$ cat config.mk
export PLATFORM = sky130hd
export DESIGN_NAME = func_slot_scheduler
export DESIGN_NICKNAME = d
export VERILOG_FILES = /design/src/rtl/func_slot_pkg.sv /design/src/rtl/func_slot_scheduler_auto_tick_timer.sv /design/src/rtl/func_slot_scheduler.sv
export SDC_FILE = /design/constraint.sdc
export NUM_CORES = 1
export LEC_CHECK = 0
export ABC_AREA = 0
export CORE_UTILIZATION = 25
export CTS_BUF_LIST = sky130_fd_sc_hd__clkbuf_4
export CTS_CLUSTER_DIAMETER = 30
export DETAILED_ROUTE_END_ITERATION = 8
export GPL_ROUTABILITY_DRIVEN = 0
export SLEW_MARGIN = 20
export SYNTH_ARGS = -nofsm -noshare
export SYNTH_HDL_FRONTEND = slang
export SYNTH_HIERARCHICAL = 1
export SYNTH_SLANG_ARGS = --single-unit
$ cat constraint.sdc
create_clock -name sysclk -period 3.3 [get_ports sysclk]
set_input_delay 0.66 -clock sysclk [delete_from_list [all_inputs] [get_ports sysclk]]
set_output_delay 0.66 -clock sysclk [all_outputs]
set_load 0.005 [all_outputs]
$ cat src/rtl/func_slot_pkg.sv
// Shared types and defaults for the function-slot enable scheduler.
// Index widths come from idx_w so every counter is sized from its own limit.
package func_slot_pkg;

  typedef enum logic [1:0] {ST_RUN, ST_DRAIN, ST_GUARD} state_t;

  localparam int SYSCLK_HZ      = 50000000;
  localparam int DEF_N_SLOTS    = 4;
  localparam int DEF_AUTO_TICKS = SYSCLK_HZ;
  localparam int DEF_GUARD_CYC  = 4;
  localparam int DEF_DRAIN_MAX  = 1024;

  // Bits needed to hold values 0..n-1 (at least one bit).
  function automatic int idx_w(input int n);
    return (n < 2) ? 1 : $clog2(n);
  endfunction

endpackage

$ cat src/rtl/func_slot_scheduler_auto_tick_timer.sv
// Auto-advance interval counter: counts while enabled, emits a one-cycle tick
// on its last count and reloads; clr restarts the interval.
module auto_tick_timer
  import func_slot_pkg::*;
#(
  parameter int AUTO_TICKS = DEF_AUTO_TICKS
) (
  input  logic sysclk,
  input  logic reset,
  input  logic en,
  input  logic clr,
  output logic tick
);

  localparam int CW = idx_w(AUTO_TICKS);
  localparam logic [CW-1:0] LAST = CW'(AUTO_TICKS - 1);

  logic [CW-1:0] cnt_reg;

  assign tick = en & (cnt_reg == LAST);

  always_ff @(posedge sysclk or posedge reset) begin
    if (reset) begin
      cnt_reg <= '0;
    end else if (clr) begin
      cnt_reg <= '0;
    end else if (en) begin
      cnt_reg <= tick ? '0 : cnt_reg + CW'(1);
    end
  end

endmodule

$ cat src/rtl/func_slot_scheduler.sv
// Sole owner of the one-hot function-slot enable bus; every slot change is a
// make-after-break handover (drop enable, drain old slot, guard gap, enable new).
module func_slot_scheduler
  import func_slot_pkg::*;
#(
  parameter int N_SLOTS    = DEF_N_SLOTS,
  parameter int AUTO_TICKS = DEF_AUTO_TICKS,
  parameter int GUARD_CYC  = DEF_GUARD_CYC,
  parameter int DRAIN_MAX  = DEF_DRAIN_MAX
) (
  input  logic                        sysclk,
  input  logic                        reset,
  input  logic                        next_pulse,
  input  logic                        pre_pulse,
  input  logic                        auto_pulse,
  input  logic [N_SLOTS-1:0]          slot_idle,
  output logic [N_SLOTS-1:0]          enable_sw,
  output logic [idx_w(N_SLOTS)-1:0]   cur_slot,
  output logic                        auto_mode,
  output logic                        busy,
  output logic                        drain_timeout
);

  localparam int SW = idx_w(N_SLOTS);
  localparam int DW = idx_w(DRAIN_MAX);
  localparam int GW = idx_w(GUARD_CYC);
  localparam logic [SW-1:0] LAST_SLOT  = SW'(N_SLOTS - 1);
  localparam logic [DW-1:0] DRAIN_LAST = DW'(DRAIN_MAX - 1);
  localparam logic [GW-1:0] GUARD_LAST = GW'(GUARD_CYC - 1);

  state_t               state_reg, state_next;
  logic [SW-1:0]        cur_slot_reg, cur_slot_next;
  logic [SW-1:0]        old_slot_reg, old_slot_next;
  logic [N_SLOTS-1:0]   enable_reg, enable_next;
  logic                 auto_mode_reg, auto_mode_next;
  logic                 busy_reg, busy_next;
  logic                 timeout_reg, timeout_next;
  logic [DW-1:0]        drain_cnt_reg, drain_cnt_next;
  logic [GW-1:0]        guard_cnt_reg, guard_cnt_next;

  logic          in_run, step_up, step_dn, manual_step;
  logic          auto_tick, timer_en, timer_clr;
  logic [SW-1:0] slot_inc, slot_dec;

  assign in_run   = (state_reg == ST_RUN);
  assign slot_inc = (cur_slot_reg == LAST_SLOT) ? '0 : cur_slot_reg + SW'(1);
  assign slot_dec = (cur_slot_reg == '0) ? LAST_SLOT : cur_slot_reg - SW'(1);

  // Both manual buttons together cancel everything, including an auto tick;
  // a single manual button overrides the auto direction.
  assign step_up     = in_run & ~(next_pulse & pre_pulse) & (next_pulse | (auto_tick & ~pre_pulse));
  assign step_dn     = in_run & pre_pulse & ~next_pulse;
  assign manual_step = in_run & (next_pulse ^ pre_pulse);

  assign timer_en  = in_run & auto_mode_reg;
  assign timer_clr = auto_pulse | manual_step | ~in_run;

  auto_tick_timer #(
    .AUTO_TICKS(AUTO_TICKS)
  ) u_auto_tick_timer (
    .sysclk (sysclk),
    .reset  (reset),
    .en     (timer_en),
    .clr    (timer_clr),
    .tick   (auto_tick)
  );

  always_comb begin
    state_next     = state_reg;
    cur_slot_next  = cur_slot_reg;
    old_slot_next  = old_slot_reg;
    enable_next    = enable_reg;
    busy_next      = busy_reg;
    drain_cnt_next = drain_cnt_reg;
    guard_cnt_next = guard_cnt_reg;
    timeout_next   = 1'b0;
    auto_mode_next = auto_mode_reg ^ auto_pulse;

    case (state_reg)
      ST_RUN: begin
        if (step_up | step_dn) begin
          state_next     = ST_DRAIN;
          enable_next    = '0;
          busy_next      = 1'b1;
          old_slot_next  = cur_slot_reg;
          cur_slot_next  = step_up ? slot_inc : slot_dec;
          drain_cnt_next = '0;
        end
      end
      ST_DRAIN: begin
        if (slot_idle[old_slot_reg]) begin
          state_next     = ST_GUARD;
          guard_cnt_next = '0;
        end else if (drain_cnt_reg == DRAIN_LAST) begin
          // Outgoing slot never quiesced: hand over anyway and flag it.
          state_next     = ST_GUARD;
          guard_cnt_next = '0;
          timeout_next   = 1'b1;
        end else begin
          drain_cnt_next = drain_cnt_reg + DW'(1);
        end
      end
      ST_GUARD: begin
        if (guard_cnt_reg == GUARD_LAST) begin
          state_next                = ST_RUN;
          busy_next                 = 1'b0;
          enable_next               = '0;
          enable_next[cur_slot_reg] = 1'b1;
        end else begin
          guard_cnt_next = guard_cnt_reg + GW'(1);
        end
      end
      default: begin
        state_next    = ST_RUN;
        busy_next     = 1'b0;
        cur_slot_next = '0;
        enable_next   = N_SLOTS'(1);
      end
    endcase
  end

  always_ff @(posedge sysclk or posedge reset) begin
    if (reset) begin
      state_reg     <= ST_RUN;
      cur_slot_reg  <= '0;
      old_slot_reg  <= '0;
      enable_reg    <= N_SLOTS'(1);
      auto_mode_reg <= 1'b0;
      busy_reg      <= 1'b0;
      timeout_reg   <= 1'b0;
      drain_cnt_reg <= '0;
      guard_cnt_reg <= '0;
    end else begin
      state_reg     <= state_next;
      cur_slot_reg  <= cur_slot_next;
      old_slot_reg  <= old_slot_next;
      enable_reg    <= enable_next;
      auto_mode_reg <= auto_mode_next;
      busy_reg      <= busy_next;
      timeout_reg   <= timeout_next;
      drain_cnt_reg <= drain_cnt_next;
      guard_cnt_reg <= guard_cnt_next;
    end
  end

  assign enable_sw     = enable_reg;
  assign cur_slot      = cur_slot_reg;
  assign auto_mode     = auto_mode_reg;
  assign busy          = busy_reg;
  assign drain_timeout = timeout_reg;

endmodule

==> results.cfg, run 1 <==
[run_status]
status = complete, but fails checks
violations = DRC

[synth]
synth_top_area_frac = 0.4097
synthTopCellsByArea = dfrtp_1 41%, ha_1 4.9%, xor2_1 4.6%
synth_simple_gate_area_frac = 0.2708
synth_cell_types = 56
synth_edf_count = 0
synth_seq_cells = 51
synth_warnings = 6
synthXorXnorAreaFrac = 0.06309
mappedNetlistArea_sq_mm = 0.003054
synthAdderAreaFrac = 0.04916
syn_inst = 312
synth-compound-area-share = 0.09259
yosysTopAreaCell = dfrtp_1
synthArstFlopShare = 1.000
yosysSeqAreaShare = 0.4183
syn_avg_cell_area_sq_um = 9.789
synth_top_family_by_area = simple AND/OR/NAND/NOR gates
syn_nets = 333
synth_mux_area_frac = 0.06145
synthFlopType = dfrtp_1

[power]
irDropWorstVdd_uv = 177.3
pwr-share-comb = 0.402
leakagePower_nw = 1.417
switching_share = 0.3733
power.switching_w = 0.0006627
powerDensity_mw_per_mm2 = 522.2
seqPwrFrac = 0.441
p_int_w = 0.001113
power_frac_clock = 0.157

[clock_tree]
clock_sinks = 51
root_buffer = clkbuf_4
cts_max_level = 2
ctsHoldBuffers = 0
clk_pin_slew_ps = 140
cts_tree = yes
clock_path_buffers = 2
insertion_delay_ps = 370
ctsResizeCount = 0
cts_setup_buffers = 0
cts_made_buffers = 5

[sta]
final_hold_viol_count = 0
slew_headroom = 0.3822
skew_ps = 16.96
max_freq_mhz = 377.0
finalSetupViolations = 0
tightest_slew_ps = 921.0
rsz0062_at_grt = false
fin_crit_ps = 2653
tns_ps = 0
timing.final.crit_share = 0.8038
slew_viol_final = 0

[grt]
grt_pass1_vias = 2248
grt_max_degree = 27
antenna_found_initial = 0
grt_overflow = 0
grt_usage = 0.1024
grt_first_pass_wirelength_um = 10660

[floorplan]
start_util = 0.2553
die-area_sq_mm = 0.01266
die_height_um = 112.5
row_count = 40
io_pins = 18
core_area_sq_mm = 0.01196
dieWidth_um = 112.5

[place]
portBuffers = 17
dp_hpwl_um = 4578
dp_cells = 469

[finish]
syn_to_final_growth_pct = 11.31
layout_commonest_cell = dfrtp_1
largest_reg_flops = 26
most-common-layout-cells = 50 x dfrtp_1, 33 x nor2_1, 31 x nand2_1
nets = 350
final_cell_count_no_fill = 477
diodes = 0
fillers = 1245
drive_gt1_frac = 0.1030
multi_input_area_sq_mm = 0.001640
regArea_sq_mm = 0.001277

[min_path]
hold_start = drain_cnt_reg[5]$_DFFE_PP0P_
hp-class = reg -> reg

[critical_path]
crit_start = state_reg[0]$_DFFE_PP0P_
slowest_delay_ps = 410
critPathTopFamily = simple AND/OR/NAND/NOR gates
crit-reg2reg-launch = state_reg[0]$_DFFE_PP0P_
crit_path_max_fanout = 11
critical_path_class = reg -> reg
start_kind = flip-flop
slowest_stage = dfrtp_1
cp_cell_sequence = inv_1 -> ha_1 -> and2_1 -> nand2_1 -> nor4_4 -> and2_4 -> o21bai_1 -> nand3_1 -> o221ai_1 -> mux2i_1
cp.required_ps = 3560
crit_path_end_kind = flip-flop
crit_arrival_ps = 2910
cp_num_buf_inv = 1

[routing]
drc = 1
drt_pass1_iterations = 6
via_per_inst = 4.945
drtIter0Drc = 123
drtAntennaViolNets = 0
dr_total_vias = 2359
wl_um = 6233
wire_per_inst_um = 13.07

[run]
drv_cap = 0
[final cells by class]
class | count | area share
Inverter | 12 | 0.01325
Sequential cell | 51 | 0.3758
Clock inverter | 3 | 0.004417
Clock buffer | 5 | 0.01104
Multi-Input combinational cell | 238 | 0.4825
Tap cell | 147 | 0.05410
Timing Repair Buffer | 21 | 0.05889
[routing by layer]
layer,up-vias,global-route usage,part of all wire
met5,-,0,0
met4,0,0.02933,0.010
met3,6,0.01512,0.036
met2,55,0.1694,0.46
met1,1149,0.1387,0.49
li1,1149,-,-
[worst register-to-register path, stage by stage, from the launching register on]
cell	delay, ps
dfrtp_1	410
inv_1	100
ha_1	170
and2_1	160
nand2_1	110
nor4_4	400
and2_4	220
o21bai_1	160
nand3_1	390
o221ai_1	260
mux2i_1	160
[power groups by stage]
stage               clock, W  combinational (W)  sequential, W
floorplan                  0           0.000534       0.000781
global placement           0           0.000710       0.000793
detailed placement         0           0.000720       0.000797
CTS                 0.000297           0.000722       0.000784
global route        0.000312           0.000795       0.000797
finish              0.000278           0.000714       0.000783
[metrics by stage]
step                utilization  instance area, sq um  setup slack, ps  hold slack (ps)  total power, W
CTS                      0.2842                  3400            632.3            483.2        0.001803
detailed placement       0.2798                  3347            324.0            460.6        0.001516
floorplan                     -                  3054            594.7            436.3        0.001315
global route             0.2842                  3400            388.6            494.3        0.001905
finish                   0.2842                  3400            647.4            477.2        0.001775
global placement         0.2798                  3347            354.3            452.8        0.001503
[path summary, 6_finish.rpt]
path | endpoint | slack (ps) | depth (start not counted)
worst min-delay path | drain_cnt_reg[5]$_DFFE_PP0P_ | 480 | 1
worst min register to register | drain_cnt_reg[5]$_DFFE_PP0P_ | 480 | 1
max in group asynchronous | u_auto_tick_timer/cnt_reg[18]$_DFFE_PP0P_ | 2110 | 2
worst max register to register | state_reg[0]$_DFFE_PP0P_ | 650 | 10
worst max-delay path | state_reg[0]$_DFFE_PP0P_ | 650 | 10
min in group asynchronous | old_slot_reg[1]$_DFFE_PP0P_ | 710 | 3
[cells by family after synthesis]
group,count (synthesis)
compound gates,38
xor+xnor,22
fa+ha+maj,12
buf+inv,23
flops,51
mux,17
simple gates,149
[Yosys cell counts (2+ instances only)]
master	count
and3_2	2
o211ai_1	2
ha_1	12
a211o_1	2
o31ai_1	2
and2_1	2
nand4_1	17
a21oi_1	10
nor3_1	6
o21ai_0	10
xor2_1	16
nor2b_1	4
clkbuf_1	2
inv_1	12
mux2_2	4
nand3_1	17
nor4_1	7
nand2_1	31
a22oi_1	4
nand4b_1	6
mux2i_1	12
nor4_4	2
buf_6	4
dfrtp_1	50
xnor2_1	6
nor2_1	33
and3_1	8
No activity file was read; power rests on OpenSTA's default activity.
==> inputs of run 2 (changes only) <==
==> constraint.sdc (replaced) <==
create_clock -name sysclk -period 2.21 [get_ports sysclk]
set_input_delay 0.442 -clock sysclk [delete_from_list [all_inputs] [get_ports sysclk]]
set_output_delay 0.442 -clock sysclk [all_outputs]
set_load 0.005 [all_outputs]
==> run 2 against run 1 <==
Net effect: the flow now finishes without violations; clock skew grew 3.5 ps; final area grew 7.9%; sequential power grew 49%; utilization grew 2.2 points; combinational power grew 74%; critical endpoint is now cur_slot[1]$_DFFE_PP0P_; largest power group is now combinational cells; highest routed layer unchanged.
==> results.cfg, run 2 (synthesis gave the netlist of run 1 again) <==
[run_status]
status = finished clean

[floorplan]
start_util = 0.2553
die-area_sq_mm = 0.01266
core_area_sq_mm = 0.01196
io_pins = 18
dieWidth_um = 112.5
die_height_um = 112.5
row_count = 40

[critical_path]
crit_start = u_auto_tick_timer/cnt_reg[7]$_DFFE_PP0P_
cp.required_ps = 2500
crit_arrival_ps = 2410
rr_worst_depth = 7
critical_path_class = reg -> reg
crit_path_end_kind = flip-flop
crit_path_max_fanout = 6
r2r_end = cur_slot[1]$_DFFE_PP0P_
critPathTopFamily = simple AND/OR/NAND/NOR gates
crit-reg2reg-launch = u_auto_tick_timer/cnt_reg[7]$_DFFE_PP0P_
cp_num_buf_inv = 0
r2r_slack_ps = 100
slowest_delay_ps = 440
cp_cell_sequence = nor4_2 -> and4_4 -> and2_4 -> nor2b_1 -> o21ai_0 -> xnor2_1 -> o31ai_1
start_kind = flip-flop
slowest_stage = dfrtp_1

[clock_tree]
clock_sinks = 51
root_buffer = clkbuf_4
insertion_delay_ps = 380
cts_tree = yes
cts_made_buffers = 5
clk_pin_slew_ps = 160
cts_max_level = 2
ctsHoldBuffers = 0
clock_path_buffers = 2

[grt]
grt_overflow = 0
top_usage_layer = met2
grt_pass1_vias = 2404
grt_first_pass_wirelength_um = 11560
grt_use_met1 = 0.1482
use_met3 = 0.02322
antenna_found_initial = 0
grt_usage = 0.1106
grt_max_degree = 27
use_met2 = 0.1884

[routing]
wl_um = 6741
drt_pass1_iterations = 4
wire_per_inst_um = 13.46
drtIter0Drc = 146
dr_total_vias = 2409
via_per_inst = 4.808
drtAntennaViolNets = 0
drc = 0

[sta]
final_hold_viol_count = 0
finalSetupViolations = 0
holdWs_ps = 416.9
tightest_slew_ps = 447.8
slew_headroom = 0.6992
skew_ps = 20.51
timing.final.crit_share = 0.9561
max_freq_mhz = 473.3
fin_crit_ps = 2113
slew_viol_final = 0

[power]
powerDensity_mw_per_mm2 = 810.8
irDropWorstVdd_uv = 307.7
total_power_w = 0.002974
leakagePower_nw = 1.563

[place]
dpl_cell_area_sq_mm = 0.003532
portBuffers = 17
dp_hpwl_um = 4864

[finish]
nets = 374
diodes = 0
fin_area_sq_mm = 0.003667
syn_to_final_growth_pct = 20.07
largest_reg_flops = 26
layout_commonest_cell = dfrtp_1
drive_gt1_frac = 0.1893
most-common-layout-cells = 50 x dfrtp_1, 33 x nor2_1, 30 x nand2_1

[min_path]
hp-class = in -> async

[run]
drv_cap = 0
[run 2: per-stage QoR]
stage | utilization | instances | setup slack, ps | TNS, ps
after floorplan | - | 312 | -110.4 | -110.4
after global placement | 0.2953 | 491 | -208.9 | -2360
after detailed placement | 0.2953 | 491 | -249.7 | -2635
after CTS | 0.3030 | 499 | 0.1319 | 0
after global routing | 0.3066 | 501 | -10.31 | -10.31
final | 0.3066 | 501 | 96.96 | 0
[run 2: layer usage]
| layer | share of wire | vias to the layer above | routed length, um |
|---|---|---|---|
| met3 | 0.024 | 4 | 164 |
| met2 | 0.48 | 27 | 3237 |
| met1 | 0.49 | 1180 | 3312 |
| li1 | - | 1198 | - |
| met4 | 0.0039 | 0 | 26 |
| met5 | 0 | - | 0 |
[run 2: how the worst max path moves through the flow]
| stage | to | slack, ps | depth (start not counted) |
|---|---|---|---|
| after floorplan | busy$_DFFE_PP0P_ | -110 | 10 |
| after global placement | u_auto_tick_timer/cnt_reg[14]$_DFFE_PP0P_ | -210 | 10 |
| after detailed placement | u_auto_tick_timer/cnt_reg[11]$_DFFE_PP0P_ | -250 | 10 |
| after CTS | enable_sw[3]$_DFFE_PP0P_ | 0.1 | 11 |
| after global routing | u_auto_tick_timer/cnt_reg[14]$_DFFE_PP0P_ | -10 | 11 |
| final | cur_slot[1]$_DFFE_PP0P_ | 100 | 7 |
[run 2: worst min-delay path: cells and delay by family]
kind	cells	cell delay [ps]
buffers and inverters	3	780
[run 2: layout make-up]
cell class	count	area (sq um)
fillers	1239	8294
flip-flops and latches	51	1277
multi-input cells	238	1697
inverters	12	45.04
well taps	147	183.9
repair buffers	45	384.1
clock inverters	3	42.54
clock buffers	5	37.54
[run 2: repair_timing]
| action | CTS | global route |
|---|---|---|
| endpoints found under the hold margin | 0 | 0 |
| setup endpoints to repair | 5 | 25 |
| pin swaps | 0 | 1 |
| setup buffers | 0 | 2 |
| gates resized for setup | 3 | 4 |
[run 2: where the power goes]
part / switching [W] / internal (W)
Combinational: 0.000633 / 0.000608
Clock: 0.000319 / 0.000239
Sequential: 0.000113 / 0.00106
==> inputs of run 3 (changes only) <==
--- a/config.mk
+++ b/config.mk
@@ -6,11 +6,12 @@
 export NUM_CORES = 1
 export LEC_CHECK = 0
 export ABC_AREA = 0
+export CAP_MARGIN = 20
 export CORE_UTILIZATION = 25
-export CTS_BUF_LIST = sky130_fd_sc_hd__clkbuf_4
 export CTS_CLUSTER_DIAMETER = 30
 export DETAILED_ROUTE_END_ITERATION = 8
 export GPL_ROUTABILITY_DRIVEN = 0
+export SKIP_CTS_REPAIR_TIMING = 1
 export SLEW_MARGIN = 20
 export SYNTH_ARGS = -nofsm -noshare
 export SYNTH_HDL_FRONTEND = slang
==> run 3 against run 2 <==
Net effect: count of clock-buffer cells in the layout up 1; combinational power about the same; critical path depth unchanged; clock power grew 66%; flip-flop and latch count unchanged; sequential share of layout area is 0.84 points lower; maximum frequency decreased by 1.7%; first-iteration DRC count increased by 10%; clock skew shrank 9.6 ps; register-to-register slack lost 40 ps; power up 13%.
==> results.cfg, run 3 (synthesis gave the netlist of run 1 again) <==
[clock_tree]
clk_pin_slew_ps = 70
cts_max_level = 2
clock_sinks = 51
clock_path_buffers = 2
cts_made_buffers = 5
insertion_delay_ps = 290
root_buffer = clkbuf_16
cts_tree = yes

[routing]
wl_um = 6950
dr_total_vias = 2458
drtAntennaViolNets = 0
drtIter0Drc = 161
drt_pass1_iterations = 4
via_per_inst = 4.906
drc = 0
wire_per_inst_um = 13.87

[sta]
fin_ws_ps = 61.22
tightest_slew_ps = 457.2
holdWs_ps = 482.0
final_hold_viol_count = 0
rsz0062_at_grt = false
slew_viol_final = 0
max_freq_mhz = 465.4
fin_crit_ps = 2149
skew_ps = 10.89
timing.final.crit_share = 0.9723
slew_headroom = 0.6929
finalSetupViolations = 0

[critical_path]
slowest_delay_ps = 400
critical_path_class = reg -> reg
start_kind = flip-flop
cp.required_ps = 2360
crit_path_max_fanout = 6
cp_cell_sequence = nor4_1 -> and4_4 -> and2_4 -> o21bai_4 -> and3_1 -> o21ai_0 -> o211ai_1
slowest_stage = dfrtp_1
crit_arrival_ps = 2290
crit_path_end_kind = flip-flop

[power]
leakagePower_nw = 1.605
total_power_w = 0.003349
irDropWorstVdd_uv = 459.5
powerDensity_mw_per_mm2 = 891.4

[finish]
fin_area_sq_mm = 0.003757
most-common-layout-cells = 50 x dfrtp_1, 32 x nor2_1, 30 x nand2_1
syn_to_final_growth_pct = 23.02
diodes = 0
nets = 374
utilization = 0.3141
layout_commonest_cell = dfrtp_1
drive_gt1_frac = 0.1921
largest_reg_flops = 26

[floorplan]
core_area_sq_mm = 0.01196
die_height_um = 112.5
start_util = 0.2553
die-area_sq_mm = 0.01266
io_pins = 18
row_count = 40
dieWidth_um = 112.5

[run_status]
status = finished clean

[run]
drv_cap = 0

[grt]
grt_max_degree = 27
grt_pass1_vias = 2410
grt_usage = 0.1115
grt_first_pass_wirelength_um = 11610
grt_overflow = 0
antenna_found_initial = 0

[place]
portBuffers = 17
pre_cts_ws_ps = -249.7
dp_hpwl_um = 4864
dpl_cell_area_sq_mm = 0.003532

[min_path]
hp-class = reg -> reg
==> run 3: stage by stage <==
stage,cells,setup TNS (ps)
global placement,491,-2360
global route,501,0
CTS,499,-142.4
finish,501,0
detailed placement,491,-2635
floorplan,312,-110.4
==> run 3: cell type report <==
type,instances,area (sq um)
clock buffer,6,138.9
clock inverter,2,38.79
fill,1224,8204
inverter,12,45.04
multi-input combinational,238,1692
sequential,51,1277
tap,147,183.9
timing repair buffer,45,381.6
==> run 3: path summary, 6_finish.rpt <==
kind | cells past startpoint | slack [ps] | start | end
hold reg to reg | 1 | 480 | drain_cnt_reg[7]$_DFFE_PP0P_ | drain_cnt_reg[7]$_DFFE_PP0P_
hold / removal | 1 | 480 | drain_cnt_reg[7]$_DFFE_PP0P_ | drain_cnt_reg[7]$_DFFE_PP0P_
min in group asynchronous | 3 | 530 | reset | drain_cnt_reg[3]$_DFFE_PP0P_
setup reg to reg | 7 | 60 | u_auto_tick_timer/cnt_reg[7]$_DFFE_PP0P_ | drain_cnt_reg[1]$_DFFE_PP0P_
setup / recovery | 7 | 60 | u_auto_tick_timer/cnt_reg[7]$_DFFE_PP0P_ | drain_cnt_reg[1]$_DFFE_PP0P_
max in group asynchronous | 3 | 1380 | reset | enable_sw[0]$_DFFE_PP1P_
==> run 3: routing by layer <==
layer  up-vias  share of wire  global-route usage
met5         -              0                   0
met4         0         0.0042             0.01867
met3         4          0.031             0.02430
met2        46           0.49              0.1913
met1      1208           0.48              0.1458
li1       1200              -                   -
==> run 3: power breakdown <==
group	internal (W)	leakage, nW	total [W]	switching, W
logic	0.000602	0.823	0.00125	0.000647
clock network	0.000570	0.0875	0.000924	0.000354
registers	0.00106	0.695	0.00118	0.000114
==> run 3: critical path: cells and delay by family (launching register included) <==
kind | cells | cell delay [ps]
simple gates | 4 | 1120
compound gates | 3 | 490
flops | 1 | 400
